===== src/rtl/ser_to_para.sv =====
// Serial-to-parallel receiver for a gated 4-wire segment bus {SEGCLK,SEGCLR,SEGDT,SEGEN}.
// The bus is asynchronous to clk; words arrive MSB first, WIDTH bits per frame.
module ser_to_para #(
  parameter int WIDTH        = 64,
  parameter int IDLE_TIMEOUT = 255
) (
  input  logic             clk,
  input  logic             rst_n,
  input  logic [3:0]       sin,
  output logic [WIDTH-1:0] num,
  output logic             valid,
  output logic             busy,
  output logic             frame_err
);

  localparam int CW = (WIDTH > 1) ? $clog2(WIDTH) : 1;
  localparam int TW = (IDLE_TIMEOUT > 0) ? $clog2(IDLE_TIMEOUT + 1) : 1;
  localparam logic [CW:0]   FULL_CNT = (CW + 1)'(WIDTH);
  localparam logic [TW-1:0] TMO_MAX  = TW'(IDLE_TIMEOUT);
  localparam logic [3:0]    SYNC_RST = 4'b0101;
  localparam logic          IDLE     = 1'b0;
  localparam logic          RECV     = 1'b1;

  logic [3:0]       meta_r;
  logic [3:0]       sync_r;
  logic             clk_prev_r;
  logic             state_r;
  logic [CW-1:0]    cnt_r;
  logic [TW-1:0]    tmo_r;
  logic [WIDTH-1:0] shift_r;
  logic [WIDTH-1:0] num_r;
  logic             valid_r;
  logic             ferr_r;

  logic             seg_clk_s;
  logic             seg_clr_s;
  logic             seg_dt_s;
  logic             seg_en_s;
  logic             accept_s;
  logic             done_s;
  logic [CW:0]      next_cnt_s;
  logic [WIDTH:0]   shift_ext_s;
  logic [WIDTH-1:0] shift_next_s;

  // Two-flop synchronizer for all four bus wires plus SEGCLK history for edge detection.
  always_ff @(posedge clk or negedge rst_n) begin
    if (!rst_n) begin
      meta_r     <= SYNC_RST;
      sync_r     <= SYNC_RST;
      clk_prev_r <= 1'b0;
    end else begin
      meta_r     <= sin;
      sync_r     <= meta_r;
      clk_prev_r <= sync_r[3];
    end
  end

  assign seg_clk_s = sync_r[3];
  assign seg_clr_s = sync_r[2];
  assign seg_dt_s  = sync_r[1];
  assign seg_en_s  = sync_r[0];

  // An edge only counts when the bus is enabled and not being cleared.
  assign accept_s     = seg_clk_s & ~clk_prev_r & seg_en_s & seg_clr_s;
  assign shift_next_s = shift_ext_s[WIDTH-1:0];
  assign done_s       = (next_cnt_s == FULL_CNT);

  // Bit count after accepting the current edge, and the shifted-in data word.
  always_comb begin
    next_cnt_s  = {{CW{1'b0}}, 1'b1};
    shift_ext_s = {shift_r, seg_dt_s};
    if (state_r == RECV) begin
      next_cnt_s = {1'b0, cnt_r} + {{CW{1'b0}}, 1'b1};
    end else begin
      next_cnt_s = {{CW{1'b0}}, 1'b1};
    end
  end

  // Frame FSM: clear beats edge, edge beats timeout.
  always_ff @(posedge clk or negedge rst_n) begin
    if (!rst_n) begin
      state_r <= IDLE;
      cnt_r   <= {CW{1'b0}};
      tmo_r   <= {TW{1'b0}};
      shift_r <= {WIDTH{1'b0}};
      num_r   <= {WIDTH{1'b0}};
      valid_r <= 1'b0;
      ferr_r  <= 1'b0;
    end else begin
      valid_r <= 1'b0;
      ferr_r  <= 1'b0;
      if (!seg_clr_s) begin
        state_r <= IDLE;
        cnt_r   <= {CW{1'b0}};
        tmo_r   <= {TW{1'b0}};
        shift_r <= {WIDTH{1'b0}};
      end else if (accept_s) begin
        tmo_r   <= {TW{1'b0}};
        shift_r <= shift_next_s;
        if (done_s) begin
          num_r   <= shift_next_s;
          valid_r <= 1'b1;
          state_r <= IDLE;
          cnt_r   <= {CW{1'b0}};
        end else begin
          state_r <= RECV;
          cnt_r   <= next_cnt_s[CW-1:0];
        end
      end else if (state_r == RECV) begin
        if (tmo_r == TMO_MAX) begin
          ferr_r  <= 1'b1;
          state_r <= IDLE;
          cnt_r   <= {CW{1'b0}};
          tmo_r   <= {TW{1'b0}};
          shift_r <= {WIDTH{1'b0}};
        end else begin
          tmo_r <= tmo_r + {{(TW-1){1'b0}}, 1'b1};
        end
      end else begin
        tmo_r <= {TW{1'b0}};
      end
    end
  end

  assign num       = num_r;
  assign valid     = valid_r;
  assign frame_err = ferr_r;
  assign busy      = (state_r == RECV);

endmodule


===== config.mk =====
export PLATFORM = sky130hd
export DESIGN_NAME = ser_to_para
export DESIGN_NICKNAME = d
export VERILOG_FILES = /design/src/rtl/ser_to_para.sv
export SDC_FILE = /design/constraint.sdc
export NUM_CORES = 1
export LEC_CHECK = 0
export ABC_AREA = 1
export CORE_MARGIN = 10
export CORE_UTILIZATION = 35
export DETAILED_ROUTE_END_ITERATION = 7
export PLACE_DENSITY_LB_ADDON = 0.08
export SETUP_SLACK_MARGIN = 0.2
export SLEW_MARGIN = 5
export SYNTH_ARGS = -nofsm -noshare
export SYNTH_HDL_FRONTEND = slang
export SYNTH_SLANG_ARGS = --single-unit

===== constraint.sdc =====
create_clock -name clk -period 1.93 [get_ports clk]
set_input_delay 0.4825 -clock clk [delete_from_list [all_inputs] [get_ports clk]]
set_output_delay 0.4825 -clock clk [all_outputs]
set_load 0.1 [all_outputs]

; Word level (Yosys, flattened, before mapping)
; Cells that the tools add are included.
[op_classes]
n_addsub = 2
eq_ne = 4
n_mux = 26
n_bitwise = 4
reduce_logical = 2
[op_table]
columns = operator, n
row1 = 2-to-1 mux 63 bit, 4
row2 = 2-to-1 mux 8 bit, 4
row3 = 2-to-1 mux 6 bit, 5
row4 = 2-to-1 mux 1 bit, 12
row5 = "adder 8 x 1 -> 8 bit, second input constant", 1
row6 = "== test 8 bit, second input constant", 1
row7 = "adder 6 x 1 -> 7 bit, second input constant", 1
row8 = "== test 7 bit, second input constant", 1
row9 = 2-to-1 mux 7 bit, 1
row10 = "!= test 3 x 1 -> 1 bit, second input constant", 2
row11 = bitwise AND 1 bit, 3
row12 = AND reduction 3 bit, 1
row13 = AND reduction 2 bit, 1
row14 = inverter 1 bit, 1
[word_totals]
ff_bits = 153
out_inout_bits = 67
wordCells = 48

; Depth between registers and ports, before layout
; Gate-level depths: netlist (run 1).
[logic_depth]
word_depth = 6
depth_mapped = 10
mapped_depth_nobuf = 8

; Worst setup path after synthesis (run 1)
; Ideal clock, no wire load.
[synth_path]
path_kind = register -> register
from = register state_r, in the netlist busy
to = register num_r[14], in the netlist num[14]
setup_ns = 0.122
arrival_time_ns = 1.980
required_time_ns = 1.808
path_slack_ns = -0.172
path_stages_with_launch = 9
path_buffers = 3
cell_sequence = dfrtp_1 > buf_2 > nand4_1 > nor2_1 > nand3_1 > buf_2 > buf_6 > nand2_1 > nand2_1
[synth_between]
elab_chain_cells = 3
[synth_rtl]
columns = element, line
row1 = start: declaration, 27  ; logic state_r;
row2 = start signal: assignment, 82  ; state_r <= IDLE;
row3 = start signal: assignment, 93  ; state_r <= IDLE;
row4 = start signal: assignment, 103  ; state_r <= IDLE;
row5 = 2-to-1 mux 7 bit, 72  ; if (state_r == RECV) begin
row6 = == test 7 bit, 66  ; assign done_s = (next_cnt_s == FULL_CNT);
row7 = AND reduction 3 bit (no line), -
row8 = end signal: assignment, 86  ; num_r <= {WIDTH{1'b0}};
row9 = end signal: assignment, 101  ; num_r <= shift_next_s;
row10 = end: declaration, 31  ; logic [WIDTH-1:0] num_r;
; Every way passes these cells.
; A chain may end at the register's enable or synchronous reset.

; Final worst setup path (run 1)
[layout_path]
from = register cnt_r[1]
to = register num_r[15], in the netlist num[15]
[layout_between]
elab_chain_cells = 4
[layout_rtl]
columns = element, line
row1 = start: declaration, 28  ; logic [CW-1:0] cnt_r;
row2 = start signal: assignment, 83  ; cnt_r <= {CW{1'b0}};
row3 = start signal: assignment, 94  ; cnt_r <= {CW{1'b0}};
row4 = start signal: assignment, 104  ; cnt_r <= {CW{1'b0}};
row5 = adder 6 x 1 -> 7 bit, 73  ; next_cnt_s = {1'b0, cnt_r} + {{CW{1'b0}}, 1'b1};
row6 = 2-to-1 mux 7 bit, 72
row7 = == test 7 bit, 66
row8 = AND reduction 3 bit (no line), -
; Every way passes these cells.

==> impl_metrics.ini, run 1 <==
[route]
routed_wl_mm = 15.5
postRouteAntennaNets = 0
routedWlPerCell_um = 15.7
via_per_inst = 4.93
drc = 0
drt_pass1_iterations = 5
num_vias = 4887
drt_iter0_markers = 285

[yosys]
syn_avg_cell_area_sq_um = 9.16
synth_seq_area_share_pct = 61.8
synth_nets = 685
netlist_instances = 677
yosysUniqueCellTypes = 23
synth_seq_cells = 153
synth_warnings = 0
syn-cell-area_sq_mm = 0.00620

[sta]
setup_viol = 0
finClkSkew_ns = 0.00953
grt_setup_unrepaired = no
finalHoldViolCount = 0
tightest_slew_ns = 0.503
final-max-slew-violation-count = 0
period_minus_slack_ns = 1.70
layout_worst_path_cycle_share_pct = 87.9
timing.fmax_mhz = 590
slew_headroom_pct = 66.4
tns_ns = 0

[power_and_ir_drop]
seqPwrFrac_pct = 46.3
power_density_mw_per_mm2 = 794
ir_worst_vdd_mv = 0.611
power_frac_comb_pct = 2.7
netSwitchingPower_uw = 1450
p_int_uw = 5540
switching_share_pct = 20.7
p_clk_share_pct = 50.9
p_leak_uw = 0.00450

[global_route]
use_met3_pct = 3.98
grt-ovfl-total = 0
grt_max_degree = 71
grt_usage_pct = 12.5
grt_util_met2_pct = 19.6
gr-usage-met1_pct = 15.6
grt_pass1_vias = 4863
busiest_layer = met2
grt_pass1_wl_mm = 24.8
antenna_found_initial = 0

[finish]
fillers = 1582
ff_latch_area_sq_mm = 0.00384
n_antenna_cell = 0
nets = 761
synthToLayoutAreaGrowth_pct = 41.9
final_area_sq_mm = 0.00880
multi_input_area_sq_mm = 0.00211
drive_above_1_share_pct = 19.5

[outcome]
status = complete, no violations

[floorplan]
io_pins = 73
initial_core_util_pct = 35.7
coreArea_sq_mm = 0.0174
std_cell_rows = 48
die_y_um = 153
die_w_um = 153
die_area_sq_mm = 0.0234

[place]
gp_congestion = 0.739
place_area_sq_mm = 0.00791
dp_hpwl_mm = 9.24
numPortBuffers = 72

[min_path]
worstHoldPathCells = 0
hp-class = flip-flop to flip-flop

[cts]
clk_path_buf_depth = 2
cts-root-buf = clkbuf_16
clk_latency_ns = 0.42
cts_buffers = 17
cts_tree = yes
cts.sinks = 153
path_clk_slew_ns = 0.06
htreeDepth = 4

[worst_setup_path]
cp.required_ns = 2.24
start_kind = flip-flop
path_class = flip-flop to flip-flop
worst-path-max-fanout = 10
arrival_ns = 2.01
worstSetupEndpointType = flip-flop
r2r.worst_path.cells = 9

[flow_run]
maxCapViolCount = 0
-- path summary, 6_finish.rpt --
kind	from	end	slack, ns
worst max register to register	cnt_r[1]$_DFFE_PN0P_	num[15]$_DFFE_PN0P_	0.23
min in group asynchronous	rst_n	num[52]$_DFFE_PN0P_	0.51
worst max-delay path	cnt_r[1]$_DFFE_PN0P_	num[15]$_DFFE_PN0P_	0.23
worst min-delay path	meta_r[0]$_DFF_PN1_	sync_r[0]$_DFF_PN1_	0.35
worst min register to register	meta_r[0]$_DFF_PN1_	sync_r[0]$_DFF_PN1_	0.35
max in group asynchronous	rst_n	busy$_DFF_PN0_	0.74
-- kinds of logic after synthesis --
family	after synthesis	share of synthesized area (%)
compound gates	4	0.404
xor+xnor	2	0.283
fa+ha+maj	2	0.404
buf+inv	67	5.11
flops	153	61.8
simple gates	449	32.0
-- layer usage --
metal / wire [um] / vias up
met1: 6770 / 2372
met4: 181 / 0
li1: - / 2394
met2: 7680 / 106
met5: 0 / -
met3: 915 / 15
-- cells in the mapped netlist --
cell type | instances | share of area, %
inv_1 | 16 | 0.97
buf_1 | 2 | 0.12
o21ai_0 | 1 | 0.081
o211ai_1 | 1 | 0.12
o21bai_1 | 1 | 0.12
xnor2_1 | 1 | 0.14
nand4_1 | 70 | 7.1
ha_1 | 2 | 0.40
nand2_1 | 281 | 17
inv_2 | 1 | 0.060
buf_6 | 5 | 0.91
nor3_4 | 1 | 0.26
nor3_1 | 5 | 0.40
nor2_1 | 11 | 0.67
dfrtp_1 | 149 | 60
nand3_1 | 80 | 6.5
buf_4 | 2 | 0.24
a21oi_1 | 1 | 0.081
clkbuf_1 | 25 | 1.5
xor2_1 | 1 | 0.14
dfstp_2 | 4 | 1.7
and3_1 | 1 | 0.10
buf_2 | 16 | 1.3
-- layout by cell type, fill, tap and decap left out, types with 3 or more instances in the layout --
cell type,Yosys,routed
clkbuf_16,0,21
nand4_1,70,70
nand2_1,281,280
nor2_1,11,8
inv_1,16,16
clkbuf_8,0,3
bufinv_16,0,4
dfstp_2,4,4
nand3_1,80,77
buf_12,0,75
clkinvlp_4,0,4
buf_4,2,14
buf_6,5,7
nor3_1,5,5
clkdlybuf4s50_1,0,4
dfrtp_1,149,147
-- cell type report --
class,count,area share [%]
timing repair buffer,106,21.2
tap,225,3.20
sequential,153,43.6
clock inverter,11,1.92
multi-input combinational,458,24.0
inverter,17,0.725
clock buffer,21,5.35
-- through the flow --
stage	utilization [%]	instances	total power, uW	hold slack, ns	worst slack (ns)
global route	50.7	991	7240	0.352	0.167
global placement	45.6	945	3480	0.332	0.289
CTS	49.3	978	7070	0.355	0.225
finish	50.7	991	6990	0.348	0.234
floorplan	-	677	3360	0.187	0.210
detailed placement	45.6	945	3480	0.345	0.241
-- power groups by stage --
stage / combinational (uW) / sequential (uW) / clock [uW]
final: 192 / 3240 / 3560
after global routing: 216 / 3240 / 3790
after CTS: 191 / 3240 / 3640
after detailed placement: 188 / 3290 / 0
after global placement: 186 / 3290 / 0
after floorplan: 56.9 / 3300 / 0
-- worst max-delay path, stage by stage (launching register included) --
cell and delay (ns):
dfrtp_2 0.45, ha_4 0.22, inv_1 0.04, nand4_1 0.13
nor2_4 0.18, nand3_4 0.11, buf_12 0.17, buf_6 0.16
nand2_1 0.07, nand2_1 0.05
-- state kept, by name, indices dropped and copies added, names as in the netlist --
register    flops
valid           1
busy            1
shift_r        63
sync_r          4
meta_r          4
clk_prev_r      1
frame_err       1
cnt_r           6
num            64
tmo_r           8
-- timing repair --
item | in CTS | in global routing
hold buffers | 1 | 0
resized for setup | 0 | 9
buffers inserted | 0 | 5
endpoints found under the setup margin | 0 | 110
endpoints found under the hold margin | 27 | 0
(Power assumes the default switching activity.)
==> inputs of run 2 (changes only) <==
Settings changed: CORE_UTILIZATION 35 to 55, CTS_CLUSTER_DIAMETER set to 150.
==> run 2 against run 1 <==
Design area increased by 0.30%. Largest power group unchanged. Clock power decreased by 3%. Setup slack got worse by 0.15 ns. Sequential share of layout area decreased by 0.14 points. Worst hold slack improved by 0.0010 ns.
==> impl_metrics.ini, run 2 (synthesis gave the netlist of run 1 again) <==
[sta]
finClkSkew_ns = 0.00435
grt_setup_unrepaired = yes
tightest_slew_ns = 0.326
period_minus_slack_ns = 1.84
tns_ns = 0
final-max-slew-violation-count = 0
setup_viol = 0
slew_headroom_pct = 78.3
layout_worst_path_cycle_share_pct = 95.4
timing.fmax_mhz = 543
finalHoldViolCount = 0

[finish]
multi_input_area_sq_mm = 0.00223
n_antenna_cell = 0
fillers = 631
layout.cells.most_common = nand2_1
synthToLayoutAreaGrowth_pct = 42.3
largest_reg_flops = 64
mostFrequentLayoutCells = nand2_1, dfrtp_1, nand3_1
ff_latch_area_sq_mm = 0.00384
nets = 762
drive_above_1_share_pct = 23.2
final_util_pct = 80.7

[floorplan]
die_y_um = 126
die_w_um = 126
io_pins = 73
initial_core_util_pct = 56.7
coreArea_sq_mm = 0.0109
std_cell_rows = 38
die_area_sq_mm = 0.0159

[worst_setup_path]
rr_startpoint = cnt_r[0]$_DFFE_PN0P_
path_class = flip-flop to flip-flop
worstSetupEndpointType = flip-flop
start_kind = flip-flop
worst-path-max-fanout = 6
r2r.worst_path.cells = 8
arrival_ns = 2.14
rr_endpoint = num[33]$_DFFE_PN0P_
cp.required_ns = 2.23
r2r_setup_slack_ns = 0.09

[cts]
clk_path_buf_depth = 2
clk_latency_ns = 0.42
cts_tree = yes
cts-root-buf = clkbuf_16
cts.sinks = 153
cts_buffers = 17
htreeDepth = 4
path_clk_slew_ns = 0.06

[place]
gp_congestion = 0.774
dp_hpwl_mm = 8.79
numPortBuffers = 72

[power_and_ir_drop]
power_frac_comb_pct = 2.7
switching_share_pct = 20.7
ir_worst_vdd_mv = 0.582
p_leak_uw = 0.00452
seqPwrFrac_pct = 46.9
netSwitchingPower_uw = 1430
p_int_uw = 5470
power_density_mw_per_mm2 = 782
p_clk_share_pct = 50.3

[min_path]
hold_end = sync_r[1]$_DFF_PN0_
min_from = meta_r[1]$_DFF_PN0_
hp-class = flip-flop to flip-flop
worstHoldPathCells = 0

[route]
drc = 0
via_per_inst = 5.76
postRouteAntennaNets = 0
routedWlPerCell_um = 18.1
drt_pass1_iterations = 5
num_vias = 5227
drt_iter0_markers = 474
routed_wl_mm = 16.4

[global_route]
grt_max_degree = 70
antenna_found_initial = 0
grt_pass1_wl_mm = 23.8
grt_pass1_vias = 4905
grt_usage_pct = 17.9
grt-ovfl-total = 0

[outcome]
status = complete, no violations

[flow_run]
maxCapViolCount = 0
[run 2: layer usage]
metal / global-route usage, % / part of all wire (%) / vias to the layer above / wire, um
li1: - / - / 2390 / -
met1: 21.7 / 38 / 2565 / 6310
met3: 6.00 / 7.5 / 36 / 1230
met2: 29.4 / 52 / 236 / 8520
met4: 6.03 / 2.0 / 0 / 325
met5: 0 / 0 / - / 0
[run 2: worst max-delay path by stage]
stage	startpoint	to	slack, ns	depth (start not counted)
5_1_grt	cnt_r[0]$_DFFE_PN0P_	num[31]$_DFFE_PN0P_	0.007	8
2_1_floorplan	busy$_DFF_PN0_	num[14]$_DFFE_PN0P_	0.21	8
3_3_place_gp	cnt_r[1]$_DFFE_PN0P_	num[31]$_DFFE_PN0P_	0.25	7
3_5_place_dp	cnt_r[1]$_DFFE_PN0P_	num[30]$_DFFE_PN0P_	0.15	8
6_report	cnt_r[0]$_DFFE_PN0P_	num[33]$_DFFE_PN0P_	0.09	8
4_1_cts	cnt_r[1]$_DFFE_PN0P_	num[21]$_DFFE_PN0P_	0.21	8
[run 2: area by class of cell]
| type | instances | share of cell area [%] |
|---|---|---|
| flip-flops and latches | 153 | 43.5 |
| clock inverters | 12 | 1.96 |
| well taps | 140 | 1.99 |
| multi-input cells | 458 | 25.3 |
| inverters | 17 | 0.723 |
| repair buffers | 107 | 21.5 |
| clock buffers | 20 | 5.06 |
[run 2: worst max-delay path, stage by stage, from the launching register on]
cell	delay, ns
dfrtp_1	0.42
ha_4	0.26
inv_2	0.05
nand4_1	0.14
nor2_4	0.24
nand3_4	0.21
clkbuf_16	0.24
nand2_1	0.08
nand2_1	0.07
[run 2: stage by stage]
step	instance area, sq um	hold slack [ns]	instances	total power (uW)	setup WS [ns]
floorplan	6200	0.187	677	3360	0.210
global placement	7770	0.333	860	3470	0.249
global route	8820	0.355	907	7100	0.00668
detailed placement	7770	0.337	860	3470	0.153
CTS	8410	0.350	893	6920	0.208
finish	8820	0.349	907	6900	0.0881
[run 2: power groups by stage]
stage	registers (uW)	clock network (uW)	logic, uW
3_3_place_gp	3290	0	178
6_report	3240	3470	189
2_1_floorplan	3300	0	56.9
3_5_place_dp	3290	0	181
4_1_cts	3240	3500	184
5_1_grt	3240	3650	208
[run 2: timing repair]
item                       CTS  global route
hold endpoints to repair    27             0
pin swaps                    0             4
gates resized for setup      3            59
setup buffers                0             6
setup endpoints to repair   50            78
hold buffers                 1             0
cloned                       0             8
